<file path="src/rtl/iv_bus_port.sv">
// iv_bus_port: 8x305 IV-bus responder port. Latches the bus address on the
// SC strobe, queues bus writes into a small transmit FIFO, and answers bus
// reads with either the received byte or a status byte.
module iv_bus_port #(
    parameter logic [7:0] PORT_ADDR = 8'h00,
    parameter int         TX_DEPTH  = 4
) (
    input  logic       x1,
    input  logic       reset,
    input  logic [7:0] iv_in,
    output logic [7:0] iv_out,
    output logic       iv_oeb,
    input  logic       bank_n,
    input  logic       sc,
    input  logic       wc,
    input  logic       mclk,
    output logic [7:0] tx_data,
    output logic       tx_valid,
    input  logic       tx_ready,
    input  logic [7:0] rx_data,
    input  logic       rx_valid,
    output logic       rx_ready
);
    localparam int          PW        = $clog2(TX_DEPTH);
    localparam int          CW        = 4;
    localparam logic [7:0]  STAT_ADDR = PORT_ADDR + 8'd1;

    logic [7:0]    addr_q, addr_d;
    logic          sel_q, sel_d;
    logic [7:0]    mem_q [TX_DEPTH];
    logic [PW-1:0] wr_ptr_q, wr_ptr_d, rd_ptr_q, rd_ptr_d;
    logic [CW-1:0] cnt_q, cnt_d;
    logic          ovf_q, ovf_d;
    logic [7:0]    rx_q, rx_d;
    logic          rx_full_q, rx_full_d;

    // Bus carries inverted data in both directions.
    logic [7:0] bus_val;
    logic       addr_cyc, wr_cyc, rd_cyc, rd_data, rd_stat;
    logic       full, push, pop, ovf_set;
    logic [7:0] status, rd_val;

    assign bus_val  = ~iv_in;
    assign addr_cyc = !bank_n && sc && mclk;
    assign wr_cyc   = !bank_n && !sc && wc && mclk && sel_q && (addr_q == PORT_ADDR);
    // Read is the core's input phase; sel_q clears asynchronously so the
    // drive enable drops at once on reset.
    assign rd_cyc   = reset && !bank_n && !sc && !wc && !mclk && sel_q;
    assign rd_data  = rd_cyc && (addr_q == PORT_ADDR);
    assign rd_stat  = rd_cyc && (addr_q != PORT_ADDR);

    assign full     = (cnt_q == CW'(TX_DEPTH));
    assign tx_valid = (cnt_q != '0);
    assign tx_data  = tx_valid ? mem_q[rd_ptr_q] : 8'h00;
    assign pop      = tx_valid && tx_ready;
    // A full FIFO still accepts a write when the head leaves the same cycle.
    assign push     = wr_cyc && (!full || pop);
    assign ovf_set  = wr_cyc && full && !pop;

    assign rx_ready = !rx_full_q;
    assign status   = {2'b00, ovf_q, cnt_q[2:0], full, rx_full_q};
    assign rd_val   = rd_data ? rx_q : status;
    assign iv_oeb   = !rd_cyc;
    assign iv_out   = rd_cyc ? ~rd_val : 8'hFF;

    // Next-state for address decode, FIFO pointers/count, flags and rx latch.
    always_comb begin
        addr_d    = addr_q;
        sel_d     = sel_q;
        wr_ptr_d  = wr_ptr_q;
        rd_ptr_d  = rd_ptr_q;
        cnt_d     = cnt_q;
        ovf_d     = ovf_q;
        rx_d      = rx_q;
        rx_full_d = rx_full_q;

        if (addr_cyc) begin
            addr_d = bus_val;
            sel_d  = (bus_val == PORT_ADDR) || (bus_val == STAT_ADDR);
        end

        if (push) wr_ptr_d = wr_ptr_q + 1'b1;
        if (pop)  rd_ptr_d = rd_ptr_q + 1'b1;
        if (push && !pop)      cnt_d = cnt_q + 1'b1;
        else if (pop && !push) cnt_d = cnt_q - 1'b1;

        if (ovf_set)      ovf_d = 1'b1;
        else if (rd_stat) ovf_d = 1'b0;

        // A data read frees the latch; reload waits for rx_ready next cycle.
        if (rx_full_q) begin
            if (rd_data) rx_full_d = 1'b0;
        end else if (rx_valid) begin
            rx_d      = rx_data;
            rx_full_d = 1'b1;
        end
    end

    // State registers, all cleared asynchronously.
    always_ff @(posedge x1 or negedge reset) begin
        if (!reset) begin
            addr_q    <= 8'h00;
            sel_q     <= 1'b0;
            wr_ptr_q  <= '0;
            rd_ptr_q  <= '0;
            cnt_q     <= '0;
            ovf_q     <= 1'b0;
            rx_q      <= 8'h00;
            rx_full_q <= 1'b0;
        end else begin
            addr_q    <= addr_d;
            sel_q     <= sel_d;
            wr_ptr_q  <= wr_ptr_d;
            rd_ptr_q  <= rd_ptr_d;
            cnt_q     <= cnt_d;
            ovf_q     <= ovf_d;
            rx_q      <= rx_d;
            rx_full_q <= rx_full_d;
        end
    end

    // FIFO storage, written at the tail on an accepted push.
    always_ff @(posedge x1 or negedge reset) begin
        if (!reset) begin
            for (int i = 0; i < TX_DEPTH; i++) mem_q[i] <= 8'h00;
        end else if (push) begin
            mem_q[wr_ptr_q] <= bus_val;
        end
    end
endmodule
</file>
<file path="config.mk">
export PLATFORM = sky130hd
export DESIGN_NAME = iv_bus_port
export DESIGN_NICKNAME = d
export VERILOG_FILES = /design/src/rtl/iv_bus_port.sv
export SDC_FILE = /design/constraint.sdc
export NUM_CORES = 1
export LEC_CHECK = 0
export BUFFER_PORTS_ARGS = -buffer_cell sky130_fd_sc_hd__buf_4
export CORE_MARGIN = 1.5
export CORE_UTILIZATION = 37
export DETAILED_ROUTE_END_ITERATION = 12
export SYNTH_ARGS = -nofsm -noshare
export SYNTH_HDL_FRONTEND = slang
export SYNTH_SLANG_ARGS = --single-unit
</file>
<file path="constraint.sdc">
create_clock -name x1 -period 3.65 [get_ports x1]
set_input_delay 0.73 -clock x1 [delete_from_list [all_inputs] [get_ports x1]]
set_output_delay 0.73 -clock x1 [all_outputs]
set_load 0.01 [all_outputs]
</file>
== Word-level counts from Yosys, hierarchy flattened ==
Cells that the tools add are included.

* Register bits: 59
* Input bits: 24
* Word-level logic and storage cells: 81

* Add/sub/neg operators: 4
* $lt $le $gt $ge: 3
* Eq/ne operators: 2
* Muxes and demuxes: 16
* Bitwise operators: 5
* Reductions and logical operators: 39

{| class="wikitable"
|+ Operators by type and width
! operator !! count
|-
| 2-to-1 mux 8 bit || 6
|-
| bitwise mux 32 bit || 1
|-
| logical AND 1 bit || 21
|-
| binary-select mux 8 bit (select 2 bit) || 1
|-
| demux 8 bit (select 2 bit) || 1
|-
| zero test 8 bit || 2
|-
| NOT 8 bit || 2
|-
| zero test 1 bit || 9
|-
| equality test 8 x 1 -> 1 bit, second input constant || 1
|-
| 2-to-1 mux 4 bit || 2
|-
| nonzero test 8 bit || 1
|-
| >= comparator 3 bit, second input constant || 2
|-
| NOT 2 -> 3 bit || 2
|-
| 2-to-1 mux 1 bit || 5
|-
| adder 2 x 1 -> 2 bit, second input constant || 2
|-
| adder 4 x 1 -> 4 bit, second input constant || 1
|-
| equality test 4 x 3 -> 1 bit, second input constant || 1
|-
| nonzero test 2 bit || 2
|-
| nonzero test 4 bit || 1
|-
| subtractor 4 x 1 -> 4 bit, second input constant || 1
|-
| less-than comparator 3 x 1 -> 1 bit, second input constant || 1
|-
| logical OR 1 bit || 2
|-
| AND reduction 2 bit || 1
|-
| NOT 1 bit || 1
|}

== Logic depth before layout (Yosys ltp) ==
Gate-level depths: netlist of run 1.

* Depth after elaboration: 11
* Mapped depth: 10
* Gate-level depth less buffers: 10

== Worst setup path after synthesis of run 1 ==
Ideal clock, no wire load.

* Path type: input to register
* Start point: input port bank_n
* End point: register cnt_q[3]
* Arrival time: 2.632 ns
* Setup slack: 0.882 ns
* Cell stages on the path: 9
* Buffers on the path: 0
* Path through: nor3b_1 -> and3_1 -> and3_2 -> ha_1 -> inv_1 -> ha_1 -> a21o_1 -> a2111oi_0 -> o31ai_1

* Word-level cells in the longest chain between the ends: 10
* Elaborated cells on any way between the ends: 12
* Classes of those cells: mux: 1; reduce/logical: 11

{| class="wikitable"
|+ RTL lines
! element !! line !! source
|-
| start, declared || 13 || <nowiki>input logic bank_n,</nowiki>
|-
| zero test 1 bit * || 45 || <nowiki>assign wr_cyc = !bank_n && !sc && wc && mclk && sel_q && (addr_q == PORT_ADDR);</nowiki>
|-
| logical AND 1 bit * (5 in series) || 45 ||
|-
| logical AND 1 bit * || 57 || <nowiki>assign push = wr_cyc && (!full || pop);</nowiki>
|-
| net push || 40 || <nowiki>logic full, push, pop, ovf_set;</nowiki>
|-
| zero test 1 bit || 85 || <nowiki>else if (pop && !push) cnt_d = cnt_q - 1'b1;</nowiki>
|-
| logical AND 1 bit || 85 ||
|-
| nonzero test 2 bit (no source line) || -- ||
|-
| end signal, assigned || 115 || <nowiki>cnt_q <= cnt_d;</nowiki>
|-
| end, declared || 32 || <nowiki>logic [CW-1:0] cnt_q, cnt_d;</nowiki>
|}

Mark *: on every way through the listed nets, which the timed path passes. The rest lies on a longest branch.
A chain may end at the register's enable or synchronous reset.

== Worst setup path in the final report of run 1 ==
* Start point: input port bank_n
* End point: output port iv_out[1]

* Word-level cells in the longest chain between the ends: 10

{| class="wikitable"
|+ RTL lines
! element !! line !! source
|-
| zero test 1 bit * || 48 || <nowiki>assign rd_cyc = reset && !bank_n && !sc && !wc && !mclk && sel_q;</nowiki>
|-
| logical AND 1 bit * (5 in series) || 48 ||
|-
| logical AND 1 bit || 49 || <nowiki>assign rd_data = rd_cyc && (addr_q == PORT_ADDR);</nowiki>
|-
| 2-to-1 mux 8 bit || 62 || <nowiki>assign rd_val = rd_data ? rx_q : status;</nowiki>
|-
| NOT 8 bit || 64 || <nowiki>assign iv_out = rd_cyc ? ~rd_val : 8'hFF;</nowiki>
|-
| 2-to-1 mux 8 bit * || 64 ||
|-
| end, declared || 11 || <nowiki>output logic [7:0] iv_out,</nowiki>
|}

Every way passes the cells marked *; elsewhere a longest branch is shown, timed or not.

==> summary.md, run 1 <==
| Metric | Value |
|---|---|
| Routed wl met2 | 2860 um |
| Worst slew margin | 0.500 |
| Vias | approximately 1.9k |
| Pwr/cell area | about 500 mW/mm2 |
| Gpl congestion | 0.765 |
| LEAKAGE | ~0.0016 uW |
| Period Utilization, post-route | 0.793 |
| Initial antenna violation count | 0 |
| IO Pins | 43 |
| Initial Util | 0.380 |
| Slew @ Worst Pin | between 0.7 and 0.8 ns |
| RSZ-0062 raised after global routing | no |
| Die area | about 0.0084 mm2 |
| Netlist cell types | 36 |
| Cells after synthesis | 242 |
| Syn nets | between 200 and 300 |
| R2R Setup Slk | ~0.8 ns |
| Yosys warns | 0 |
| Maximum vdd drop | 0.000185 V |
| Post-route ant nets | 0 |
| Crit path capture type | output pin |
| Share of layout cells above drive strength 1 | 0.278 |
| Initial DRC count | 86 |
| Crit-path max FO | 6 |
| M1 wire length | between 2000 and 3000 um |
| Clock transition at path regs | around 0.060 ns |
| Register bit total from synthesis | a little under 60 |
| Hold slack | slightly below 0.5 ns |
| R2r worst-path depth | 9 |
| Setup Buffers After CTS | 0 |
| Drt first pass iters | 4 |
| Total CTS buffers | 9 |
| Seq/Total Area, Yosys | 0.508 |
| Final net count | 319 |
| Total grt overflow | 0 |
| Final Core Density | 0.456 |
| Syn Area/Cell | approximately 12 um2 |
| WP data required | 2.92 ns |
| R2R Path End | cnt_q[3]$_DFFE_PN0P_ |
| # hold bufs at CTS | 0 |
| Max incr delay on CP | between 0.4 and 0.5 ns |
| Total negative slack | 0 ns |
| Crit path from | bank_n |
| Largest net degree at the start of global routing | 60 |
| Chip Width | between 90 and 100 um |
| GRT Overall Usage | 0.160 |
| WP depth | 6 |
| DR WL met3 | around 110 um |
| IO Port Bufs | between 40 and 50 |
| Drc violations | 0 |
| Avg Vias per Cell | 4.80 |
| Final setup skew | between 0.015 and 0.02 ns |
| Final hold vios | 0 |
| Wire length per cell | around 15 um |
| Worst path cell trace | buf_4 -> nor3b_1 -> nand3_1 -> nor2_1 -> a32oi_1 -> buf_4 |
| Slowest CP cell | nor2_1 |
| Vias in the first global route | between 2k and 2.5k |
| Mapped Area | about 0.0029 mm2 |
| Crit Path Category | in -> out |
| CP top delay family | simple AND/OR/NAND/NOR gates |
| First-pass GRT wire length | between 10000 and 15000 um |
| Root Driver | clkbuf_8 |
| End of the critical path | iv_out[1] |
| Clk_lat worst skew | between 0.3 and 0.4 ns |
| Max layer used | met4 |
| Min Tclk post-route | about 2.9 ns |
| Dpl hpwl | 4120 um |
| Status | completed |
| Fmax | about 0.35 GHz |
| Max-Cap Viols | 0 |
| Critical path buffers and inverters | 2 |
| Area Growth Syn to Fin | 20.0% |
| Htree depth | 3 |
| Chip height | about 92 um |
| Row count | 32 |
| Worst EP arrival | 2.17 ns |
| Number of diodes | 0 |
| Startpoint Class | input port |
| Max Root-Sink Buffers | 2 |
| Clock sinks | 59 |
| Drt total wl | about 5900 um |
| Endpoints failing setup | 0 |
| Slew Limit Fails | 0 |
| Post-CTS sizing | 0 |
| Worst reg2reg startpoint | addr_q[5]$_DFFE_PN0P_ |
| Cell mode on critical path | buf_4 |
| CTS tree | done |
| Core area | between 0.007 and 0.008 mm2 |
| Hold WC Path Type | reg -> reg |
area by class of cell:
| type | instances | area (um2) |
|---|---|---|
| Inverter | 36 | 135 |
| Clock inverter | 5 | 53.8 |
| Multi-Input combinational cell | 137 | 1230 |
| Tap cell | 102 | 128 |
| Timing Repair Buffer | 44 | 330 |
| Fill cell | 727 | 4160 |
| Clock buffer | 10 | 138 |
| Sequential cell | 59 | 1480 |
layer usage:
layer,GRT usage,up-vias
met5,0,-
met4,0.0781,0
met3,0.0207,8
met2,0.251,23
met1,0.218,938
li1,-,919
cell families (layout without fill, tap and decap cells):
family	after synthesis	after routing	share of synthesized area
compound gates	24	24	0.0517
xor+xnor	5	5	0.0151
fa+ha+maj	8	8	0.0370
buf+inv	46	95	0.0702
flops	59	59	0.508
mux	51	51	0.214
simple gates	49	49	0.104
power breakdown:
group          internal, uW  leakage, uW  switching, uW
clock                   327     0.000102            250
sequential              707     0.000614            106
combinational           202     0.000885            161
total                  1240      0.00160            518
synth_stat cells (all sizes together):
master | n | area, um2
and4 | 4 | 35.0
nor2 | 3 | 27.5
a21o | 1 | 7.51
o21bai | 1 | 7.51
mux4 | 8 | 180
a32oi | 1 | 8.76
and3 | 2 | 13.8
o21ai | 12 | 60.1
dfrtp | 59 | 1480
mux2 | 10 | 113
xnor2 | 5 | 43.8
mux2i | 33 | 330
nor3 | 5 | 36.3
clkbuf | 5 | 18.8
nand2b | 1 | 6.26
ha | 7 | 87.6
a2111oi | 1 | 8.76
buf | 5 | 50.0
nand3b | 2 | 15.0
a21oi | 1 | 5.00
nand2 | 16 | 60.1
a22oi | 5 | 37.5
fa | 1 | 20.0
inv | 36 | 135
nor3b | 1 | 7.51
nand4 | 1 | 6.26
nand3 | 3 | 15.0
or4 | 2 | 22.5
o31ai | 2 | 15.0
nor2b | 1 | 6.26
and2 | 8 | 50.1
how the worst min path moves through the flow:
stage                                      from                     to  cells after the start
after floorplan                           reset  addr_q[0]$_DFFE_PN0P_                      0
after global placement    addr_q[4]$_DFFE_PN0P_  addr_q[4]$_DFFE_PN0P_                      2
after detailed placement  addr_q[6]$_DFFE_PN0P_  addr_q[6]$_DFFE_PN0P_                      2
after CTS                 addr_q[6]$_DFFE_PN0P_  addr_q[6]$_DFFE_PN0P_                      2
after global routing      addr_q[4]$_DFFE_PN0P_  addr_q[4]$_DFFE_PN0P_                      2
final                     addr_q[6]$_DFFE_PN0P_  addr_q[6]$_DFFE_PN0P_                      2
cell usage in the layout (no fill, tap or decap), types with 3 or more instances in the layout:
| cell type | instances |
|---|---|
| nand2_1 | 16 |
| mux2_2 | 9 |
| buf_4 | 44 |
| a22oi_1 | 5 |
| clkbuf_8 | 10 |
| and4_1 | 4 |
| o21ai_0 | 12 |
| clkinv_2 | 3 |
| mux4_2 | 8 |
| ha_1 | 7 |
| nand3_1 | 3 |
| inv_1 | 36 |
| dfrtp_1 | 59 |
| xnor2_1 | 5 |
| nor3_1 | 4 |
| and2_1 | 8 |
| mux2i_1 | 33 |
flip-flops by register name, summed over array words and instances (netlist names):
name,count
wr_ptr_q,2
ovf_q,1
sel_q,1
addr_q,8
rd_ptr_q,2
cnt_q,4
rx_q,8
rx_full_q,1
mem_q,32
tightest hold or removal path, cell delays in order (launching register included):
cell and delay (ns):
dfrtp_1 0.35, nand2_1 0.05, o21ai_0 0.06
stage by stage:
stage               worst slack (ns)  cell area (um2)  std cells  power, uW
floorplan                      0.882             2910        242       1030
global placement               0.525             3300        378       1190
detailed placement             0.508             3300        378       1200
CTS                            0.750             3490        393       1780
global route                   0.591             3490        393       1850
finish                         0.754             3490        393       1750
Note: power is estimated with default switching activity, not from simulation.
==> run 2, diff against run 1 <==
--- a/config.mk
+++ b/config.mk
@@ -5,6 +5,7 @@
 export SDC_FILE = /design/constraint.sdc
 export NUM_CORES = 1
 export LEC_CHECK = 0
+export ABC_AREA = 1
 export BUFFER_PORTS_ARGS = -buffer_cell sky130_fd_sc_hd__buf_4
 export CORE_MARGIN = 1.5
 export CORE_UTILIZATION = 37
==> constraint.sdc (replaced) <==
create_clock -name x1 -period 2.5 [get_ports x1]
set_input_delay 0.5 -clock x1 [delete_from_list [all_inputs] [get_ports x1]]
set_output_delay 0.5 -clock x1 [all_outputs]
set_load 0.01 [all_outputs]
==> run 2 against run 1 <==
Hold slack got worse by 0.16 ns. Clock power is 70% higher. Critical path type is now reg -> out. Clock skew decreased by 0.0092 ns. Non-clock buffer count increased by 4. Cell area increased by 3.9%. Synthesized area up 0.82%. Synthesized cell count grew 55%. Critical path depth grew 1. Wire length is 14% higher. Count of clock-buffer cells in the layout rose by 1.
==> summary.md, run 2 <==
| Metric | Value |
|---|---|
| Final net count | 459 (+44%) |
| Max incr delay on CP | 0.38 ns (-0.03 ns) |
| Worst EP arrival | 1.76 ns (-0.41 ns) |
| Pwr/cell area | 827 mW/mm2 (+64%) |
| First-pass GRT wire length | 11800 um (+15%) |
| Crit Path Category | reg -> out |
| Avg Vias per Cell | 4.73 (-1.6%) |
| Cells after synthesis | 374 (+55%) |
| Maximum vdd drop | 0.000313 V (+69%) |
| Synth top area share | 0.504 (-0.00412) |
| Htree depth | 3 (unchanged) |
| Register bit total from synthesis | 59 (unchanged) |
| Worst slew margin | 0.502 (+0.00227) |
| Crit-path max FO | 9 (+3) |
| Total grt overflow | 0 (unchanged) |
| Post-route ant nets | 0 (unchanged) |
| IO Port Bufs | 42 (unchanged) |
| CP top delay family | simple AND/OR/NAND/NOR gates |
| CTS tree | done |
| Critical path buffers and inverters | 2 (unchanged) |
| Final setup skew | 0.00988 ns (-0.00922 ns) |
| Initial antenna violation count | 0 (unchanged) |
| Core area | 0.00769 mm2 (+0.52%) |
| Row count | 32 (unchanged) |
| Root Driver | clkbuf_8 |
| Crit path from | addr_q[5]$_DFFE_PN0P_ |
| Hold WC Path Type | in -> async |
| Dpl hpwl | 4810 um (+17%) |
| Syn nets | 406 (+48%) |
| Largest net degree at the start of global routing | 60 (unchanged) |
| Leading post-synthesis cells by cell area | dfrtp_1 (50%), nand2_1 (17%), nor2_1 (6.5%) |
| Placed cell count | 518 (+37%) |
| Most frequent cells in the layout | nand2_1 (134), dfrtp_1 (59), nor2_1 (51) |
| Slowest CP cell | dfrtp_1 |
| Slew Limit Fails | 0 (unchanged) |
| FFs w/ async S/R, synth | 1.00 (unchanged) |
| Clk_lat worst skew | 0.34 ns (about the same) |
| # hold bufs at CTS | 0 (unchanged) |
| Vias | 2520 (+33%) |
| Total CTS buffers | 9 (unchanged) |
| Number of diodes | 0 (unchanged) |
| WP data required | 2.00 ns (-0.92 ns) |
| Endpoints failing setup | 0 (unchanged) |
| R2R Path End | cnt_q[3]$_DFFE_PN0P_ |
| Final Non-Filler Cells | 533 (+36%) |
| Fmax | between 0.4 and 0.5 GHz |
| Post-synth top cells | nand2_1 (134), dfrtp_1 (59), nor2_1 (51) |
| Netlist cell types | 22 (-39%) |
| Largest area contributor in the netlist | dfrtp_1 |
| Slew @ Worst Pin | 0.747 ns (-0.00341 ns) |
| R2R Setup Slk | 0.26 ns (-0.54 ns) |
| GRT Overall Usage | 0.179 (+0.0192) |
| Crit path capture type | output pin |
| Gpl congestion | 0.776 (+1.5%) |
| Chip height | 92.0 um (+0.40%) |
| R2r worst-path depth | 12 (+3) |
| Drt total wl | 6770 um (+14%) |
| Power Total | 2990 uW (+71%) |
| Hold slack | 0.326 ns (-0.160 ns) |
| Startpoint Class | flop |
| Status | completed |
| Die area | 0.00846 mm2 (+0.80%) |
| Mapped Area | 0.00293 mm2 (+0.82%) |
| Chip Width | 92.0 um (+0.40%) |
| Most common cell after layout, fill and taps aside | nand2_1 |
| Wire length per cell | 12.7 um (-16%) |
| Share of layout cells above drive strength 1 | 0.174 (-0.104) |
| Post-CTS sizing | 0 (unchanged) |
| Min Tclk post-route | ~2.3 ns |
| Post-synth EDFFs | 0 (unchanged) |
| Yosys warns | 0 (unchanged) |
| Period Utilization, post-route | 0.903 |
| Max reg flops | 32 (unchanged) |
| Max Root-Sink Buffers | 2 (unchanged) |
| Area Growth Syn to Fin | 23.6% |
| WP depth | 7 (+1) |
| Fillers | 796 (+9.5%) |
| Max-Cap Viols | 0 (unchanged) |
| Drt first pass iters | 4 (unchanged) |
| LEAKAGE | 0.00191 uW (+19%) |
| Seq/Total Area, Yosys | 0.504 (-0.00412) |
| Syn Area/Cell | 7.84 um2 (-35%) |
| Initial DRC count | 187 (+120%) |
| End of the critical path | iv_out[4] |
| Initial Util | 0.381 (+0.00111) |
| Drc violations | 0 (unchanged) |
| Worst path cell trace | nor2_1 -> nand2_1 -> nor2_4 -> nand3_2 -> o21ai_0 -> inv_1 -> buf_4 |
| IO Pins | 43 (unchanged) |
| Clock sinks | 59 (unchanged) |
| Setup Buffers After CTS | 0 (unchanged) |
| Biggest regs | mem_q (32), addr_q (8), rx_q (8) |
| Biggest register | mem_q |
| Final hold vios | 0 (unchanged) |
| Worst reg2reg startpoint | cnt_q[1]$_DFFE_PN0P_ |
| Clock transition at path regs | 0.06 ns (about the same) |
| Most numerous cell in the Yosys netlist | nand2_1 |
| Vias in the first global route | 2512 (+24%) |
| Dominant synthesized flop cell | dfrtp_1 |
==> run 2: cell types whose count changed after synthesis, sizes merged, moves of 5 or more <==
cell	delta
a21oi	+15
o21ai	+22
nor2	+54
and2	-8
nand2	+118
mux2i	-33
nor3	-5
mux2	-8
mux4	-8
a22oi	-5
==> run 2: report_power, final <==
group / switching (uW) / internal (uW)
clock: 372 / 610
combinational: 527 / 385
sequential: 73.3 / 1030
total: 973 / 2020
==> run 2: area by class of cell <==
type	count	area, um2	area share
clock buffer	11	151	0.0418
tap	102	128	0.0352
sequential	59	1480	0.408
timing repair buffer	48	360	0.0995
clock inverter	4	73.8	0.0204
inverter	40	150	0.0415
multi-input combinational	269	1280	0.354
==> run 2: logic make-up (layout without fill, tap and decap cells) <==
group           Yosys count  after routing  share of synthesized area
fa+ha+maj                 8              8                     0.0367
mux                       2              2                    0.00769
buf+inv                  46            103                     0.0602
xor+xnor                  6              6                     0.0179
simple gates            201            201                      0.282
compound gates           52             52                     0.0918
flops                    59             59                      0.504
==> run 2: metal layers <==
metal / GRT usage / up-vias / wire [um]
met5: 0 / - / 0
met4: 0.0846 / 0 / 147
met3: 0.0290 / 11 / 245
met2: 0.267 / 43 / 3090
met1: 0.254 / 1197 / 3290
li1: - / 1269 / -
==> run 2: worst min path at each step <==
stage / startpoint / endpoint / slack (ns) / cells past startpoint
after floorplan: reset / addr_q[0]$_DFFE_PN0P_ / 0.20 / 0
after global placement: mem_q[7]$_DFFE_PN0P_ / mem_q[7]$_DFFE_PN0P_ / 0.46 / 2
after detailed placement: mem_q[2]$_DFFE_PN0P_ / mem_q[2]$_DFFE_PN0P_ / 0.46 / 2
after CTS: reset / rx_q[6]$_DFFE_PN0P_ / 0.36 / 2
after global routing: iv_in[1] / addr_q[1]$_DFFE_PN0P_ / 0.36 / 2
final: reset / rx_q[5]$_DFFE_PN0P_ / 0.33 / 2
==> run 2: metrics by stage <==
| stage | worst slack (ns) | util | TNS (ns) | area (um2) |
|---|---|---|---|---|
| after floorplan | 0.252 | - | 0 | 2930 |
| after global placement | 0.267 | 0.441 | 0 | 3390 |
| after detailed placement | 0.216 | 0.441 | 0 | 3390 |
| after CTS | 0.104 | 0.471 | 0 | 3620 |
| after global routing | -0.0173 | 0.471 | -0.0278 | 3620 |
| final | 0.243 | 0.471 | 0 | 3620 |
==> run 3, diff against run 2 <==
==> constraint.sdc (replaced) <==
create_clock -name x1 -period 2.3 [get_ports x1]
set_input_delay 0.46 -clock x1 [delete_from_list [all_inputs] [get_ports x1]]
set_output_delay 0.46 -clock x1 [all_outputs]
set_load 0.01 [all_outputs]
==> run 3 against run 2 <==
Global-route usage is 0.18 points higher. Combinational power is 14% higher. Count of clock-buffer cells in the layout increased by 1. Largest cell class unchanged. Sequential share of layout area down 0.33 points. Utilization is 0.42 points higher. Wire length up 0.38%. Power rose by 9.3%. Critical path depth increased by 1. Setup slack worse by 0.12 ns.
==> summary.md, run 3 (synthesis gave the netlist of run 2 again) <==
| Metric | Value |
|---|---|
| Largest net degree at the start of global routing | 60 (unchanged) |
| WP data required | 1.84 ns (-0.16 ns) |
| Drt total wl | 6800 um (+0.38%) |
| Dpl hpwl | 4830 um (+0.50%) |
| CP top delay family | simple AND/OR/NAND/NOR gates |
| Row count | 32 (unchanged) |
| Total negative slack | 0 ns (unchanged) |
| First-pass GRT wire length | 11900 um (+1.1%) |
| Clk_lat worst skew | 0.34 ns (about the same) |
| RSZ-0062 raised after global routing | no |
| Area Growth Syn to Fin | 24.7% |
| Worst path cell trace | nand2_1 -> nor2_1 -> nand2_1 -> nor2_4 -> nand2_1 -> o21ai_0 -> inv_1 -> buf_4 |
| CTS tree | done |
| Most common cell after layout, fill and taps aside | nand2_1 |
| Endpoints failing setup | 0 (unchanged) |
| Htree depth | 3 (unchanged) |
| Drt first pass iters | 5 (+1) |
| Maximum vdd drop | 0.000344 V (+10%) |
| Avg Vias per Cell | 4.74 (+0.26%) |
| IO Pins | 43 (unchanged) |
| Vias in the first global route | 2475 (-1.5%) |
| Slew Limit Fails | 0 (unchanged) |
| Min Tclk post-route | between 2 and 2.5 ns |
| GRT Overall Usage | 0.181 (+0.00179) |
| Biggest register | mem_q |
| Final net count | 462 (+0.65%) |
| Crit path capture type | output pin |
| IO Port Bufs | 42 (unchanged) |
| Post-route ant nets | 0 (unchanged) |
| Clock sinks | 59 (unchanged) |
| Core area | 0.00769 mm2 (unchanged) |
| Max Root-Sink Buffers | 2 (unchanged) |
| Number of diodes | 0 (unchanged) |
| Fmax | 0.459 GHz |
| Chip Width | 92.0 um (unchanged) |
| Crit-path max FO | 6 (-3) |
| Gpl congestion | 0.805 (+3.7%) |
| Pwr/cell area | 896 mW/mm2 (+8.4%) |
| Status | completed |
| Max-Cap Viols | 0 (unchanged) |
| Biggest regs | mem_q (32), addr_q (8), rx_q (8) |
| Hold slack | 0.304 ns (-0.0220 ns) |
| Chip height | 92.0 um (unchanged) |
| Wire length per cell | 12.7 um (about the same) |
| Final setup skew | 0.0116 ns (+0.00169 ns) |
| Clock transition at path regs | 0.06 ns (about the same) |
| Drc violations | 0 (unchanged) |
| Die area | 0.00846 mm2 (unchanged) |
| Total grt overflow | 0 (unchanged) |
| Most frequent cells in the layout | nand2_1 (134), dfrtp_1 (58), nor2_1 (50), buf_4 (50), inv_1 (39) |
| Worst slew margin | 0.492 (-0.0103) |
| Cell mode on critical path | nand2_1 |
| Max incr delay on CP | 0.37 ns (about the same) |
| Critical path buffers and inverters | 2 (unchanged) |
| Vias | 2536 (+0.63%) |
| Max reg flops | 32 (unchanged) |
| Crit Path Category | reg -> out |
| Initial antenna violation count | 0 (unchanged) |
| Initial DRC count | 212 (+13%) |
| Initial Util | 0.381 (unchanged) |
| Hold WC Path Type | in -> async |
| Fillers | 777 (-2.4%) |
| Total CTS buffers | 9 (unchanged) |
| Setup Buffers After CTS | 0 (unchanged) |
| Startpoint Class | flop |
| Period Utilization, post-route | 0.947 |
| Slowest CP cell | dfrtp_1 |
| Root Driver | clkbuf_8 |
| # hold bufs at CTS | 0 (unchanged) |
| Share of layout cells above drive strength 1 | 0.180 (+0.00612) |
| Slew @ Worst Pin | 0.763 ns (+0.0155 ns) |
| Worst EP arrival | 1.72 ns (-0.04 ns) |
| Final hold vios | 0 (unchanged) |
| LEAKAGE | 0.00192 uW (+0.45%) |
## run 3: path summary, 6_finish.rpt
path | from | end | slack, ns | cells past startpoint
min | reset | wr_ptr_q[0]$_DFFE_PN0P_ | 0.30 | 2
max in group asynchronous | reset | cnt_q[2]$_DFFE_PN0P_ | 1.46 | 2
min reg2reg | mem_q[2]$_DFFE_PN0P_ | mem_q[2]$_DFFE_PN0P_ | 0.47 | 2
max | sel_q$_DFFE_PN0P_ | iv_out[5] | 0.12 | 8
max reg2reg | cnt_q[1]$_DFFE_PN0P_ | cnt_q[3]$_DFFE_PN0P_ | 0.15 | 12
min in group x1 | iv_in[5] | addr_q[5]$_DFFE_PN0P_ | 0.33 | 2
## run 3: worst register-to-register path, cell delays in order, from the launching register on
cell	delay [ns]
dfrtp_1	0.37
nor2_1	0.18
nand3_1	0.21
nand3_4	0.13
inv_1	0.08
ha_1	0.22
inv_1	0.12
ha_1	0.28
a21oi_1	0.14
nand2_1	0.08
xor2_1	0.14
nand2_1	0.06
nand2_1	0.04
## run 3: report_power, final
group | total (uW) | internal [uW] | switching [uW]
Combinational | 1040 | 441 | 595
Sequential | 1190 | 1120 | 73.2
Clock | 1050 | 658 | 388
Total | 3270 | 2220 | 1060
## run 3: through the flow
step	utilization	area (um2)	worst slack [ns]	instances	power, uW
floorplan	-	2930	0.0824	374	1820
global placement	0.444	3410	0.116	521	2240
detailed placement	0.444	3410	0.0463	521	2250
CTS	0.473	3630	0.0286	535	3300
global route	0.475	3650	0.00412	535	3480
finish	0.475	3650	0.121	535	3270
## run 3: cell type report
class                      instances  area (um2)  area share
clock buffer                      12         155      0.0425
clock inverter                     2        60.1      0.0164
inverter                          40         150      0.0411
multi-input combinational        269        1300       0.355
sequential                        59        1480       0.404
tap                              102         128      0.0349
timing repair buffer              51         387       0.106
## run 3: metal layers
| layer | wire, um | global-route usage | up-vias | share of wire |
|---|---|---|---|---|
| met5 | 0 | 0 | - | 0 |
| met1 | 3420 | 0.260 | 1194 | 0.50 |
| li1 | - | - | 1273 | - |
| met4 | 138 | 0.0833 | 0 | 0.020 |
| met2 | 2990 | 0.267 | 58 | 0.44 |
| met3 | 252 | 0.0282 | 11 | 0.037 |
## run 3: what timing repair did
item                       in CTS  in global routing
pin swaps                       0                  0
resized for setup               1                  7
setup endpoints to repair       6                  9
hold endpoints to repair        0                  0
